`src/rtl/branch_pkg.sv`:
```
// Shared BrOp field positions, conditional funct codes and BHT counter helpers
// for the branch resolve unit.
package branch_pkg;

  localparam int unsigned BROP_JUMP_BIT = 4;
  localparam int unsigned BROP_COND_BIT = 3;

  typedef enum logic [2:0] {
    BR_EQ  = 3'b000,
    BR_NE  = 3'b001,
    BR_LT  = 3'b100,
    BR_GE  = 3'b101,
    BR_LTU = 3'b110,
    BR_GEU = 3'b111
  } br_funct_e;

  typedef logic [1:0] bht_ctr_t;

  localparam bht_ctr_t CTR_RESET = 2'b01;
  localparam bht_ctr_t CTR_MAX   = 2'b11;
  localparam bht_ctr_t CTR_MIN   = 2'b00;

  // Saturating 2-bit counter step; never wraps at either end.
  function automatic bht_ctr_t ctr_update(input bht_ctr_t c, input logic inc);
    if (inc) return (c == CTR_MAX) ? c : c + 2'd1;
    return (c == CTR_MIN) ? c : c - 2'd1;
  endfunction

endpackage

```
`src/rtl/branch_compare.sv`:
```
// Combinational BrOp decoder/comparator: jump, conditional compare, or no branch.
// Unsupported conditional functs resolve not-taken with illegal raised.
module branch_compare
  import branch_pkg::*;
#(
  parameter int unsigned XLEN = 32
) (
  input  logic [XLEN-1:0] a,
  input  logic [XLEN-1:0] b,
  input  logic [4:0]      brop,
  output logic            taken,
  output logic            illegal
);

  always_comb begin
    taken   = 1'b0;
    illegal = 1'b0;
    if (brop[BROP_JUMP_BIT]) begin
      taken = 1'b1;
    end else if (brop[BROP_COND_BIT]) begin
      case (brop[2:0])
        BR_EQ:   taken = (a == b);
        BR_NE:   taken = (a != b);
        BR_LT:   taken = ($signed(a) <  $signed(b));
        BR_GE:   taken = ($signed(a) >= $signed(b));
        BR_LTU:  taken = (a <  b);
        BR_GEU:  taken = (a >= b);
        default: illegal = 1'b1;
      endcase
    end
  end

endmodule

```
`src/rtl/branch_resolve_unit.sv`:
```
// Execute-stage branch resolution with a 2-bit saturating BHT direction predictor.
// Optional performance counters are built only when BRU_PERF_CNT_EN is defined.
module branch_resolve_unit
  import branch_pkg::*;
#(
  parameter int unsigned XLEN        = 32,
  parameter int unsigned BHT_ENTRIES = 64,
  parameter int unsigned CNT_W       = 32
) (
  input  logic             clk,
  input  logic             rst_n,
  input  logic             pred_valid_i,
  input  logic [XLEN-1:0]  pred_pc_i,
  output logic             pred_valid_o,
  output logic             pred_taken_o,
  input  logic             res_valid_i,
  input  logic [XLEN-1:0]  res_pc_i,
  input  logic [XLEN-1:0]  a_i,
  input  logic [XLEN-1:0]  b_i,
  input  logic [4:0]       brop_i,
  input  logic             pred_taken_i,
  input  logic             flush_i,
  output logic             res_valid_o,
  output logic             taken_o,
  output logic             mispredict_o,
  output logic             illegal_o,
  output logic [CNT_W-1:0] branch_cnt_o,
  output logic [CNT_W-1:0] mispredict_cnt_o
);

  localparam int unsigned IDX_W = $clog2(BHT_ENTRIES);

  bht_ctr_t         bht [BHT_ENTRIES];
  logic [IDX_W-1:0] pred_idx;
  logic [IDX_W-1:0] res_idx;
  logic             cmp_taken;
  logic             cmp_illegal;
  logic             is_jump;
  logic             cond_ok;
  logic             accept;
  logic             lookup;
  logic             mispredict;
  logic             unused_pc_bits;

  assign pred_idx       = pred_pc_i[IDX_W+1:2];
  assign res_idx        = res_pc_i[IDX_W+1:2];
  assign unused_pc_bits = ^{pred_pc_i, res_pc_i};

  branch_compare #(.XLEN(XLEN)) u_compare (
    .a       (a_i),
    .b       (b_i),
    .brop    (brop_i),
    .taken   (cmp_taken),
    .illegal (cmp_illegal)
  );

  assign accept     = res_valid_i & ~flush_i;
  assign lookup     = pred_valid_i & ~flush_i;
  assign is_jump    = brop_i[BROP_JUMP_BIT];
  assign cond_ok    = ~is_jump & brop_i[BROP_COND_BIT] & ~cmp_illegal;
  assign mispredict = is_jump ? ~pred_taken_i
                    : cond_ok ? (cmp_taken ^ pred_taken_i) : 1'b0;

  // Prediction holds its last sampled value while no lookup is accepted.
  always_ff @(posedge clk or negedge rst_n) begin
    if (!rst_n) begin
      pred_valid_o <= 1'b0;
      pred_taken_o <= 1'b0;
    end else begin
      pred_valid_o <= lookup;
      if (lookup) pred_taken_o <= bht[pred_idx][1];
    end
  end

  always_ff @(posedge clk or negedge rst_n) begin
    if (!rst_n) begin
      res_valid_o  <= 1'b0;
      taken_o      <= 1'b0;
      mispredict_o <= 1'b0;
      illegal_o    <= 1'b0;
    end else begin
      res_valid_o  <= accept;
      taken_o      <= accept & cmp_taken;
      mispredict_o <= accept & mispredict;
      illegal_o    <= accept & cmp_illegal;
    end
  end

  // Lookup reads the pre-edge array, so a same-index update is not forwarded.
  always_ff @(posedge clk or negedge rst_n) begin
    if (!rst_n) begin
      for (int unsigned i = 0; i < BHT_ENTRIES; i++) bht[i] <= CTR_RESET;
    end else if (accept && cond_ok) begin
      bht[res_idx] <= ctr_update(bht[res_idx], cmp_taken);
    end
  end

`ifdef BRU_PERF_CNT_EN
  logic [CNT_W-1:0] branch_cnt_q;
  logic [CNT_W-1:0] mispredict_cnt_q;

  always_ff @(posedge clk or negedge rst_n) begin
    if (!rst_n) begin
      branch_cnt_q     <= '0;
      mispredict_cnt_q <= '0;
    end else if (accept && cond_ok) begin
      if (branch_cnt_q != '1) branch_cnt_q <= branch_cnt_q + 1'b1;
      if (mispredict && (mispredict_cnt_q != '1))
        mispredict_cnt_q <= mispredict_cnt_q + 1'b1;
    end
  end

  assign branch_cnt_o     = branch_cnt_q;
  assign mispredict_cnt_o = mispredict_cnt_q;
`else
  assign branch_cnt_o     = '0;
  assign mispredict_cnt_o = '0;
`endif

endmodule

```
`config.mk`:
```
export PLATFORM = sky130hd
export DESIGN_NAME = branch_resolve_unit
export DESIGN_NICKNAME = d
export VERILOG_FILES = /design/src/rtl/branch_pkg.sv /design/src/rtl/branch_compare.sv /design/src/rtl/branch_resolve_unit.sv
export SDC_FILE = /design/constraint.sdc
export NUM_CORES = 1
export LEC_CHECK = 0
export BUFFER_PORTS_ARGS = -buffer_cell sky130_fd_sc_hd__buf_2
export CORE_MARGIN = 2
export CORE_UTILIZATION = 35
export CTS_CLUSTER_DIAMETER = 30
export DETAILED_ROUTE_END_ITERATION = 16
export SLEW_MARGIN = 30
export SYNTH_ARGS = -nofsm -noshare
export SYNTH_HDL_FRONTEND = slang
export SYNTH_SLANG_ARGS = --single-unit
```
`constraint.sdc`:
```
create_clock -name clk -period 3.1 [get_ports clk]
set_clock_uncertainty 0.05 [all_clocks]
set_input_delay 0.31 -clock clk [delete_from_list [all_inputs] [get_ports clk]]
set_output_delay 0.31 -clock clk [all_outputs]
set_load 0.02 [all_outputs]
```
==> summary.md, run 1 <==
| Metric | Value |
|---|---|
| Critical path startpoint | `bht[87]` |
| P_int | `3630 uW` |
| FF/Latch Area | `3430 um2` |
| Sw frac | `27.3%` |
| Count of flip-flops with a built-in enable after synthesis | `0` |
| Depth of the worst register-to-register path | `9` |
| Result of the run | `finished, final reports clean` |
| Slew at the pin with the worst max-slew slack | `0.805 ns` |
| Share of the synthesized area in the top cell type | `18.9%` |
| Final global-route overflow total | `0` |
| Critical path required time | `3.36 ns` |
| WHS | `0.0276 ns` |
| Cell with the most instances after synthesis | `sky130_fd_sc_hd__a21oi_1` |
| Unique cell type count in the Yosys netlist | `61` |
| Synthesized flop and latch total | `134` |
| First-pass detailed-route iteration total | `5` |
| Cell types occupying the most area after synthesis | `sky130_fd_sc_hd__dfrtp_1 19%, sky130_fd_sc_hd__dfstp_2 18%, sky130_fd_sc_hd__a21oi_1 11%` |
| Half-perimeter wire length after placement | `18800 um` |
| CTS tree | `done` |
| Ratio of routed vias to standard cells | `5.37` |
| Share of the yosys chip area belonging to registers | `37.1%` |
| TritonCTS buffer count | `17` |
| FF-to-FF End | `bht[47]` |
| Detailed-route wire length | `27000 um` |
| Clock tree buffer depth | `2` |
| CP max FO | `32` |
| Instance count along the most critical hold path | `2` |
| Unrepaired setup endpoints after global routing | `false` |
| Timing-limited maximum frequency | `372 MHz` |
| Routed len/inst | `18.4 um` |
| Warning count from the yosys run | `0` |
| Floorplan die height | `167 um` |
| Crit Path Class | `register to register` |
| Number of vias in the routed layout | `7865` |
| Worst reg2reg path startpoint | `bht[87]` |
| Fillers | `2547` |
| IO Port Bufs | `92` |
| Leakage dissipation | `0.00544 uW` |
| Number of max-capacitance violations reported | `0` |
| Class of the worst hold path | `input pin to register` |
| Shortest period the worst path allows | `2.69 ns` |
| Seq pwr share | `37.8%` |
| Relative area change from synthesis to final layout | `17.4%` |
| Starting Density | `35.6%` |
| Initial antenna violation count | `0` |
| Setup slack, reg-to-reg | `0.41 ns` |
| Die area | `27800 um2` |
| Die Span X | `167 um` |
| Areal power density over the cells | `459 nW/um2` |
| Relative contribution of combinational cells to total power | `15.8%` |
| Max-slew headroom at the worst pin | `46.3%` |
| Switching power | `1360 uW` |
| Number of top-level pins | `209` |
| Residual DRC | `0` |
| Post-Synthesis Cell Area | `9260 um2` |
| Fraction of layout cells with a size suffix above 1 | `26.8%` |
| All-Layer GR Usage | `19.7%` |
| Count of clock tree sinks | `134` |
| Hold_buf cts | `1` |
| Deepest level of the CTS H-tree | `4` |
| Min-Delay Startpoint | `flush_i` |
| Post-CTS Setup Repair Bufs | `0` |
| Startpoint type of the worst setup path | `register` |
| Biggest area consumer among synthesized cells | `sky130_fd_sc_hd__dfrtp_1` |
| Final hold violation count | `0` |
| DRT antenna net count | `0` |
| Critical path data arrival time | `2.95 ns` |
| Post-layout net count | `1288` |
| Post-Syn Area per Cell | `9.04 um2` |
| Peak supply drop | `315 uV` |
| Final critical-path share of the clock period | `86.8%` |
| Ys flop type | `sky130_fd_sc_hd__dfrtp_1` |
| Fraction of registers with async set or reset after synthesis | `100%` |
| Combined area of the multi-input logic cells | `5160 um2` |
| Largest net degree at the start of global routing | `85` |
| Top post-synthesis cells by count | `203 x sky130_fd_sc_hd__a21oi_1, 141 x sky130_fd_sc_hd__nor2_1, 86 x sky130_fd_sc_hd__nand2_1, 76 x sky130_fd_sc_hd__mux2i_1, 70 x sky130_fd_sc_hd__dfrtp_1` |
| Portion of total power attributed to the clock network | `46.4%` |
| Global placement routability congestion | `0.881` |
| Cts repair resizes | `0` |
| Clock latency at the later pin of the worst-skew pair | `0.43 ns` |
| First DRT Iteration DRCs | `783` |
| Crit. End Element | `register` |
| Sum Neg Setup Slack | `0 ns` |
| Setup violators final | `0` |
| Clock-pin slew on the worst setup and hold paths | `0.06 ns` |
| Synthesized instance count | `1025` |
| Number of inserted diodes | `0` |
| Cell at the root of the clock tree | `sky130_fd_sc_hd__clkbuf_16` |
| Floorplan row count | `59` |
| Final max-slew violation count | `0` |
| Via count of the first global-routing pass | `7584` |
| Global-route wire length before repair | `43200 um` |
| CORE AREA | `26000 um2` |
| Hold-critical path endpoint | `pred_valid_o` |
through the flow:
stage                     instances  util (%)  area [um2]  setup WS, ns  power, uW
after floorplan                1088         -        9500         0.392       2440
after global placement         1432      39.3       10200        0.0795       2700
after detailed placement       1432      39.3       10200        0.0432       2700
after CTS                      1465      41.8       10900         0.423       5030
after global routing           1465      41.8       10900         0.291       5200
final                          1465      41.8       10900         0.410       5000
registers in the layout, indices dropped and copies added, names as in the netlist:
signal        cells
illegal_o         1
taken_o           1
bht             128
res_valid_o       1
pred_valid_o      1
mispredict_o      1
pred_taken_o      1
cells in the final DEF, fill, tap and decap left out, types with 13 or more instances in the layout:
cell and instances:
sky130_fd_sc_hd__a21oi_1 203, sky130_fd_sc_hd__nor2_1 141, sky130_fd_sc_hd__buf_2 91, sky130_fd_sc_hd__nand2_1 86, sky130_fd_sc_hd__mux2i_1 76, sky130_fd_sc_hd__dfrtp_1 70
sky130_fd_sc_hd__conb_1 64, sky130_fd_sc_hd__dfstp_2 64, sky130_fd_sc_hd__buf_4 42, sky130_fd_sc_hd__inv_1 37, sky130_fd_sc_hd__mux4_2 34, sky130_fd_sc_hd__ha_1 32
sky130_fd_sc_hd__clkbuf_16 17, sky130_fd_sc_hd__mux2_2 13, sky130_fd_sc_hd__buf_12 13
how the worst max path moves through the flow:
stage                     to  slack [ns]  depth (start not counted)
global placement     bht[50]        0.08                         13
CTS                 bht[111]        0.42                          9
detailed placement   bht[56]        0.04                         12
finish               bht[47]        0.41                          9
global route         bht[80]        0.29                         13
floorplan             bht[0]        0.39                         12
area by class of cell:
| class | instances | area share (%) |
|---|---|---|
| clock inverters | 11 | 1.78 |
| well taps | 335 | 3.85 |
| multi-input cells | 778 | 47.5 |
| repair buffers | 148 | 9.68 |
| clock buffers | 21 | 4.33 |
| inverters | 38 | 1.31 |
| flip-flops and latches | 134 | 31.6 |
logic make-up after synthesis:
kind of cell    after synthesis  synth area share [%]
fa+ha+maj                    32                  4.32
xor+xnor                      1                0.0946
compound gates              266                  16.4
flops                       134                  37.1
simple gates                292                  13.6
buf+inv                     176                  10.4
other cells                   1                0.0405
mux                         123                  18.1
power by group through the flow:
stage / logic (uW) / registers, uW / clock network (uW)
floorplan: 538 / 1900 / 0
global placement: 784 / 1910 / 0
detailed placement: 790 / 1910 / 0
CTS: 795 / 1890 / 2350
global route: 863 / 1900 / 2440
finish: 791 / 1890 / 2320
layer usage:
layer	track usage (%)	routed length, um	vias to the layer above
met1	26.2	11700	3812
met5	0	0	-
li1	-	-	3699
met4	6.00	583	0
met3	4.61	1800	36
met2	32.0	12900	318
critical path: stages, from the launching register on:
cell                       delay, ns
sky130_fd_sc_hd__dfrtp_1        0.40
sky130_fd_sc_hd__mux4_2         0.46
sky130_fd_sc_hd__mux2_2         0.29
sky130_fd_sc_hd__a22o_1         0.27
sky130_fd_sc_hd__a211oi_2       0.24
sky130_fd_sc_hd__nand3_1        0.16
sky130_fd_sc_hd__buf_4          0.17
sky130_fd_sc_hd__o22ai_4        0.18
sky130_fd_sc_hd__buf_12         0.23
sky130_fd_sc_hd__a21oi_1        0.09
(Power assumes the default switching activity.)
==> run 2: changes to the inputs <==
--- a/config.mk
+++ b/config.mk
@@ -8,7 +8,7 @@
 export BUFFER_PORTS_ARGS = -buffer_cell sky130_fd_sc_hd__buf_2
 export CORE_MARGIN = 2
 export CORE_UTILIZATION = 35
-export CTS_CLUSTER_DIAMETER = 30
+export CTS_BUF_LIST = sky130_fd_sc_hd__clkbuf_16
 export DETAILED_ROUTE_END_ITERATION = 16
 export SLEW_MARGIN = 30
 export SYNTH_ARGS = -nofsm -noshare
==> run 2 against run 1 <==
Wire length grew 0.18%. Maximum frequency shrank 0.30%. Core utilization shrank 0.12 points. Design area shrank 0.28%. Critical path type unchanged.
==> summary.md, run 2 (synthesis gave the netlist of run 1 again) <==
| Metric | Value |
|---|---|
| Relative area change from synthesis to final layout | `17.1%` |
| Register with the most flip-flops | `bht` |
| Ratio of routed vias to standard cells | `5.39 (+0.33%)` |
| Clock-pin slew on the worst setup and hold paths | `0.06 ns (about the same)` |
| Highest routed metal layer | `met4` |
| Number of vias in the routed layout | `7891 (+0.33%)` |
| Instance count along the most critical hold path | `2 (unchanged)` |
| CP max FO | `32 (unchanged)` |
| Post-layout net count | `1288 (unchanged)` |
| Final global-route overflow total | `0 (unchanged)` |
| Detailed-route wire length | `27100 um (+0.18%)` |
| Shortest period the worst path allows | `2.70 ns (+0.00805 ns)` |
| Crit. End Element | `register` |
| Number of inserted diodes | `0 (unchanged)` |
| Critical path data arrival time | `2.96 ns (about the same)` |
| All-Layer GR Usage | `19.7% (unchanged)` |
| Min-Delay Startpoint | `flush_i` |
| Dpl cells | `1432 (unchanged)` |
| Depth of the worst register-to-register path | `9 (unchanged)` |
| Wire length on met3 | `1830 um (+2.1%)` |
| Count of clock tree sinks | `134 (unchanged)` |
| First DRT Iteration DRCs | `727 (-7.2%)` |
| Number of max-capacitance violations reported | `0 (unchanged)` |
| CTS tree | `done` |
| Areal power density over the cells | `454 nW/um2 (-1.3%)` |
| Commonest non-fill, non-tap cells in the layout | `203 x sky130_fd_sc_hd__a21oi_1, 141 x sky130_fd_sc_hd__nor2_1, 91 x sky130_fd_sc_hd__buf_2, 86 x sky130_fd_sc_hd__nand2_1, 76 x sky130_fd_sc_hd__mux2i_1` |
| Floorplan row count | `59 (unchanged)` |
| Deepest level of the CTS H-tree | `4 (unchanged)` |
| CORE AREA | `26000 um2 (unchanged)` |
| Max-slew headroom at the worst pin | `46.3% (about the same)` |
| TritonCTS buffer count | `17 (unchanged)` |
| FF-to-FF End | `bht[17]` |
| Global-route wire length before repair | `43200 um (unchanged)` |
| DRT antenna net count | `0 (unchanged)` |
| Worst reg2reg path startpoint | `bht[87]` |
| Floorplan die height | `167 um (unchanged)` |
| Sum Neg Setup Slack | `0 ns (unchanged)` |
| Non-filler instance count after layout | `1465 (unchanged)` |
| Initial antenna violation count | `0 (unchanged)` |
| Final critical-path share of the clock period | `87.0% (+0.26 points)` |
| Starting Density | `35.6% (unchanged)` |
| IO Port Bufs | `92 (unchanged)` |
| Post-CTS Setup Repair Bufs | `0 (unchanged)` |
| Critical path required time | `3.36 ns (about the same)` |
| Via count of the first global-routing pass | `7566 (-0.24%)` |
| Metal2 WL | `12900 um (about the same)` |
| Largest net degree at the start of global routing | `85 (unchanged)` |
| Residual DRC | `0 (unchanged)` |
| Fraction of layout cells with a size suffix above 1 | `26.5% (-0.27 points)` |
| Class of the worst hold path | `input pin to register` |
| Maximum cell stage delay along the critical path | `0.46 ns (about the same)` |
| Number of top-level pins | `209 (unchanged)` |
| Leakage dissipation | `0.00543 uW (-0.23%)` |
| Final hold violation count | `0 (unchanged)` |
| Global placement routability congestion | `0.881 (unchanged)` |
| Cell at the root of the clock tree | `sky130_fd_sc_hd__clkbuf_16` |
| Half-perimeter wire length after placement | `18800 um (unchanged)` |
| Timing-limited maximum frequency | `371 MHz (-0.30%)` |
| Total routed wire length on the met1 layer | `11800 um (+0.16%)` |
| Clock tree buffer depth | `2 (unchanged)` |
| Slew at the pin with the worst max-slew slack | `0.806 ns (+0.000402 ns)` |
| Hold-critical path endpoint | `pred_valid_o` |
| Number of flip-flops under the largest register name | `128 (unchanged)` |
| Unrepaired setup endpoints after global routing | `false` |
| Peak supply drop | `315 uV (about the same)` |
| Most common cell after layout, fill and taps aside | `sky130_fd_sc_hd__a21oi_1` |
| Critical Path Slowest Stage Cell | `sky130_fd_sc_hd__mux4_2` |
| Final max-slew violation count | `0 (unchanged)` |
| Crit Path Class | `register to register` |
| Die Span X | `167 um (unchanged)` |
| Die area | `27800 um2 (unchanged)` |
| Critical path, cell by cell | `mux4_2, mux2_2, a22o_1, a211oi_2, nand3_1, buf_4, o22ai_4, buf_12, a21oi_1` |
| First-pass detailed-route iteration total | `5 (unchanged)` |
| Routed len/inst | `18.5 um (+0.18%)` |
| Clock latency at the later pin of the worst-skew pair | `0.44 ns (about the same)` |
| Setup slack, reg-to-reg | `0.40 ns (about the same)` |
| Setup violators final | `0 (unchanged)` |
| Result of the run | `finished, final reports clean` |
| Startpoint type of the worst setup path | `register` |
==> run 2: power by group <==
group          total [uW]  internal (uW)  switching [uW]
Combinational         793            295             498
Clock                2240           1420             823
Sequential           1890           1840            44.3
==> run 2: area by class of cell <==
| type | count | area (um2) |
|---|---|---|
| fillers | 2552 | 15100 |
| multi-input cells | 778 | 5160 |
| flip-flops and latches | 134 | 3430 |
| repair buffers | 148 | 1050 |
| clock buffers | 17 | 425 |
| well taps | 335 | 419 |
| clock inverters | 15 | 209 |
| inverters | 38 | 143 |
==> run 2: stage by stage <==
stage          power (uW)  hold WS [ns]  utilization [%]  cell area [um2]  worst slack [ns]
3_3_place_gp         2700         0.388             39.3            10200            0.0795
4_1_cts              4950        0.0116             41.7            10800             0.424
6_report             4920        0.0277             41.7            10800             0.401
2_1_floorplan        2440       -0.0356                -             9500             0.392
3_5_place_dp         2700         0.383             39.3            10200            0.0432
5_1_grt              5120        0.0179             41.7            10800             0.291
==> run 2: what timing repair did <==
action                                 in CTS  in global routing
endpoints found under the hold margin      33                  0
gates resized for setup                     0                  0
hold buffers                                1                  0
==> run 2: worst max-delay path by stage <==
stage	start	endpoint	slack (ns)	cells past startpoint
after global placement	b_i[31]	bht[50]	0.08	13
after floorplan	b_i[31]	bht[0]	0.39	12
final	bht[87]	bht[17]	0.40	9
after detailed placement	res_pc_i[2]	bht[56]	0.04	12
after global routing	res_pc_i[3]	bht[80]	0.29	13
after CTS	bht[85]	bht[91]	0.42	9
==> run 2: per-layer routing <==
| layer | vias to the layer above | global-route usage (%) |
|---|---|---|
| met5 | - | 0 |
| met4 | 0 | 6.00 |
| met3 | 33 | 4.61 |
| met2 | 322 | 31.9 |
| met1 | 3834 | 26.2 |
| li1 | 3702 | - |
==> run 2: critical path: cells and delay by family (launching register included) <==
| kind | cells | cell delay, ns |
|---|---|---|
| flops | 1 | 0.40 |
| buf+inv | 2 | 0.40 |
| simple gates | 1 | 0.16 |
| mux | 2 | 0.75 |
| compound gates | 4 | 0.79 |
==> run 3: changes to the inputs <==
==> constraint.sdc (replaced) <==
create_clock -name clk -period 3.3 [get_ports clk]
set_clock_uncertainty 0.05 [all_clocks]
set_input_delay 0.33 -clock clk [delete_from_list [all_inputs] [get_ports clk]]
set_output_delay 0.33 -clock clk [all_outputs]
set_load 0.02 [all_outputs]
==> run 3 against run 2 <==
Via count fell by 0.68%. Total power shrank 8.4%. Flip-flop and latch count is the same. Sequential power shrank 6%. Critical path type unchanged. Wire length fell by 0.89%. Final cell count decreased by 0.61%. First-iteration DRC count decreased by 3.6%.
==> summary.md, run 3 (synthesis gave the netlist of run 1 again) <==
| Metric | Value |
|---|---|
| First-pass detailed-route iteration total | `5 (unchanged)` |
| Floorplan die height | `167 um (unchanged)` |
| Half-perimeter wire length after placement | `18500 um (-1.7%)` |
| Timing-limited maximum frequency | `361 MHz (-2.5%)` |
| Cell at the root of the clock tree | `sky130_fd_sc_hd__clkbuf_16` |
| Max-slew headroom at the worst pin | `48.2% (+1.9 points)` |
| Slew at the pin with the worst max-slew slack | `0.774 ns (-0.0318 ns)` |
| Areal power density over the cells | `419 nW/um2 (-7.7%)` |
| Setup violators final | `0 (unchanged)` |
| Fillers | `2588 (+1.4%)` |
| Portion of total power attributed to the clock network | `44.5% (-1.0 points)` |
| Routed len/inst | `18.4 um (-0.27%)` |
| Die area | `27800 um2 (unchanged)` |
| Final global-route overflow total | `0 (unchanged)` |
| Leakage dissipation | `0.00537 uW (-1.1%)` |
| IO Port Bufs | `92 (unchanged)` |
| Residual DRC | `0 (unchanged)` |
| Relative contribution of combinational cells to total power | `16.2% (about the same)` |
| Crit. End Element | `register` |
| Clock latency at the later pin of the worst-skew pair | `0.43 ns (about the same)` |
| First DRT Iteration DRCs | `701 (-3.6%)` |
| Detailed-route wire length | `26800 um (-0.89%)` |
| Combined area of the multi-input logic cells | `5160 um2 (unchanged)` |
| Number of inserted diodes | `0 (unchanged)` |
| Non-filler instance count after layout | `1456 (-0.61%)` |
| Final hold violation count | `0 (unchanged)` |
| CP max FO | `40 (+25%)` |
| Instance count along the most critical hold path | `2 (unchanged)` |
| Commonest non-fill, non-tap cells in the layout | `203 x sky130_fd_sc_hd__a21oi_1, 141 x sky130_fd_sc_hd__nor2_1, 91 x sky130_fd_sc_hd__buf_2, 86 x sky130_fd_sc_hd__nand2_1, 76 x sky130_fd_sc_hd__mux2i_1` |
| Critical path required time | `3.55 ns (+0.19 ns)` |
| Number of vias in the routed layout | `7837 (-0.68%)` |
| Dpl cells | `1423 (-0.63%)` |
| Startpoint type of the worst setup path | `register` |
| Final critical-path share of the clock period | `83.9% (-3.2 points)` |
| Post-layout net count | `1279 (-0.70%)` |
| Fraction of layout cells with a size suffix above 1 | `26.0% (-0.50 points)` |
| Register with the most flip-flops | `bht` |
| Worst reg2reg path startpoint | `bht[87]` |
| Starting Density | `35.6% (unchanged)` |
| Critical path data arrival time | `3.02 ns (+0.06 ns)` |
| Depth of the worst register-to-register path | `9 (unchanged)` |
| Critical path startpoint | `bht[87]` |
| Peak supply drop | `344 uV (+8.9%)` |
| Number of max-capacitance violations reported | `0 (unchanged)` |
| FF/Latch Area | `3430 um2 (unchanged)` |
| Floorplan row count | `59 (unchanged)` |
| Seq pwr share | `39.3% (+1.0 points)` |
| All-Layer GR Usage | `19.5% (-0.21 points)` |
| Largest net degree at the start of global routing | `81 (-4.7%)` |
| Switching power | `1260 uW (-8.0%)` |
| Number of flip-flops under the largest register name | `128 (unchanged)` |
| DRT antenna net count | `0 (unchanged)` |
| Clock-pin slew on the worst setup and hold paths | `0.06 ns (about the same)` |
| Deepest level of the CTS H-tree | `4 (unchanged)` |
| Via count of the first global-routing pass | `7664 (+1.3%)` |
| Post-CTS Setup Repair Bufs | `0 (unchanged)` |
| Clock tree buffer depth | `2 (unchanged)` |
| Relative area change from synthesis to final layout | `16.1%` |
| Unrepaired setup endpoints after global routing | `false` |
| Ratio of routed vias to standard cells | `5.38 (about the same)` |
| CTS tree | `done` |
| Final max-slew violation count | `0 (unchanged)` |
| Global-route wire length before repair | `43000 um (-0.32%)` |
| Min-Delay Startpoint | `flush_i` |
| P_int | `3250 uW (-8.6%)` |
| Global placement routability congestion | `0.882 (+0.11%)` |
| Initial antenna violation count | `0 (unchanged)` |
| CORE AREA | `26000 um2 (unchanged)` |
| Die Span X | `167 um (unchanged)` |
| Cts repair resizes | `0 (unchanged)` |
| Sw frac | `27.9% (+0.12 points)` |
| Number of top-level pins | `209 (unchanged)` |
| Class of the worst hold path | `input pin to register` |
| Shortest period the worst path allows | `2.77 ns (+0.0694 ns)` |
| Crit Path Class | `register to register` |
| Sum Neg Setup Slack | `0 ns (unchanged)` |
| Result of the run | `finished, final reports clean` |
| TritonCTS buffer count | `17 (unchanged)` |
| Most common cell after layout, fill and taps aside | `sky130_fd_sc_hd__a21oi_1` |
| Count of clock tree sinks | `134 (unchanged)` |
==> run 3: worst paths after layout <==
kind	to	slack (ns)
max	bht[123]	0.53
min	pred_valid_o	0.05
max reg2reg	bht[123]	0.53
min reg2reg	pred_taken_o	0.46
max in group asynchronous	bht[108]	1.86
min in group asynchronous	bht[83]	0.50
==> run 3: critical path, cell delays in order, from the launching register on <==
cell                       delay, ns
sky130_fd_sc_hd__dfrtp_1        0.40
sky130_fd_sc_hd__mux4_2         0.47
sky130_fd_sc_hd__mux2_2         0.29
sky130_fd_sc_hd__a22o_1         0.27
sky130_fd_sc_hd__a211oi_2       0.29
sky130_fd_sc_hd__nand3_1        0.20
sky130_fd_sc_hd__and2_2         0.26
sky130_fd_sc_hd__buf_12         0.19
sky130_fd_sc_hd__nor2_1         0.13
sky130_fd_sc_hd__a21oi_1        0.08
==> run 3: what timing repair did <==
| action | in CTS | in global routing |
|---|---|---|
| hold endpoints to repair | 29 | 0 |
| hold buffers | 1 | 0 |
| setup endpoints to repair | 0 | 0 |
==> run 3: area by class of cell <==
type	instances	area share (%)
multi-input cells	778	48.0
flip-flops and latches	134	31.9
repair buffers	139	9.16
clock buffers	17	3.96
well taps	335	3.90
clock inverters	15	1.73
inverters	38	1.33
==> run 3: power groups by stage <==
stage / clock (uW) / sequential [uW] / combinational (uW)
2_1_floorplan: 0 / 1790 / 505
3_3_place_gp: 0 / 1790 / 717
3_5_place_dp: 0 / 1800 / 725
4_1_cts: 2030 / 1770 / 729
5_1_grt: 2100 / 1780 / 801
6_report: 2010 / 1770 / 728
==> run 3: metrics by stage <==
stage	hold slack [ns]	power (uW)	instance area, um2	utilization, %	worst slack (ns)
final	0.0501	4510	10800	41.4	0.532
after global routing	0.0552	4680	10800	41.4	0.385
after CTS	0.0418	4530	10800	41.4	0.554
after detailed placement	0.394	2520	10100	39.0	0.182
after global placement	0.388	2510	10100	39.0	0.213
after floorplan	-0.0156	2290	9500	-	0.572
==> run 3: per-layer routing <==
metal | share of wire [%] | global-route usage [%] | vias to the layer above
met4 | 2.5 | 5.66 | 0
li1 | - | - | 3681
met3 | 6.9 | 3.99 | 40
met2 | 48 | 31.8 | 320
met1 | 43 | 26.2 | 3796
met5 | 0 | 0 | -
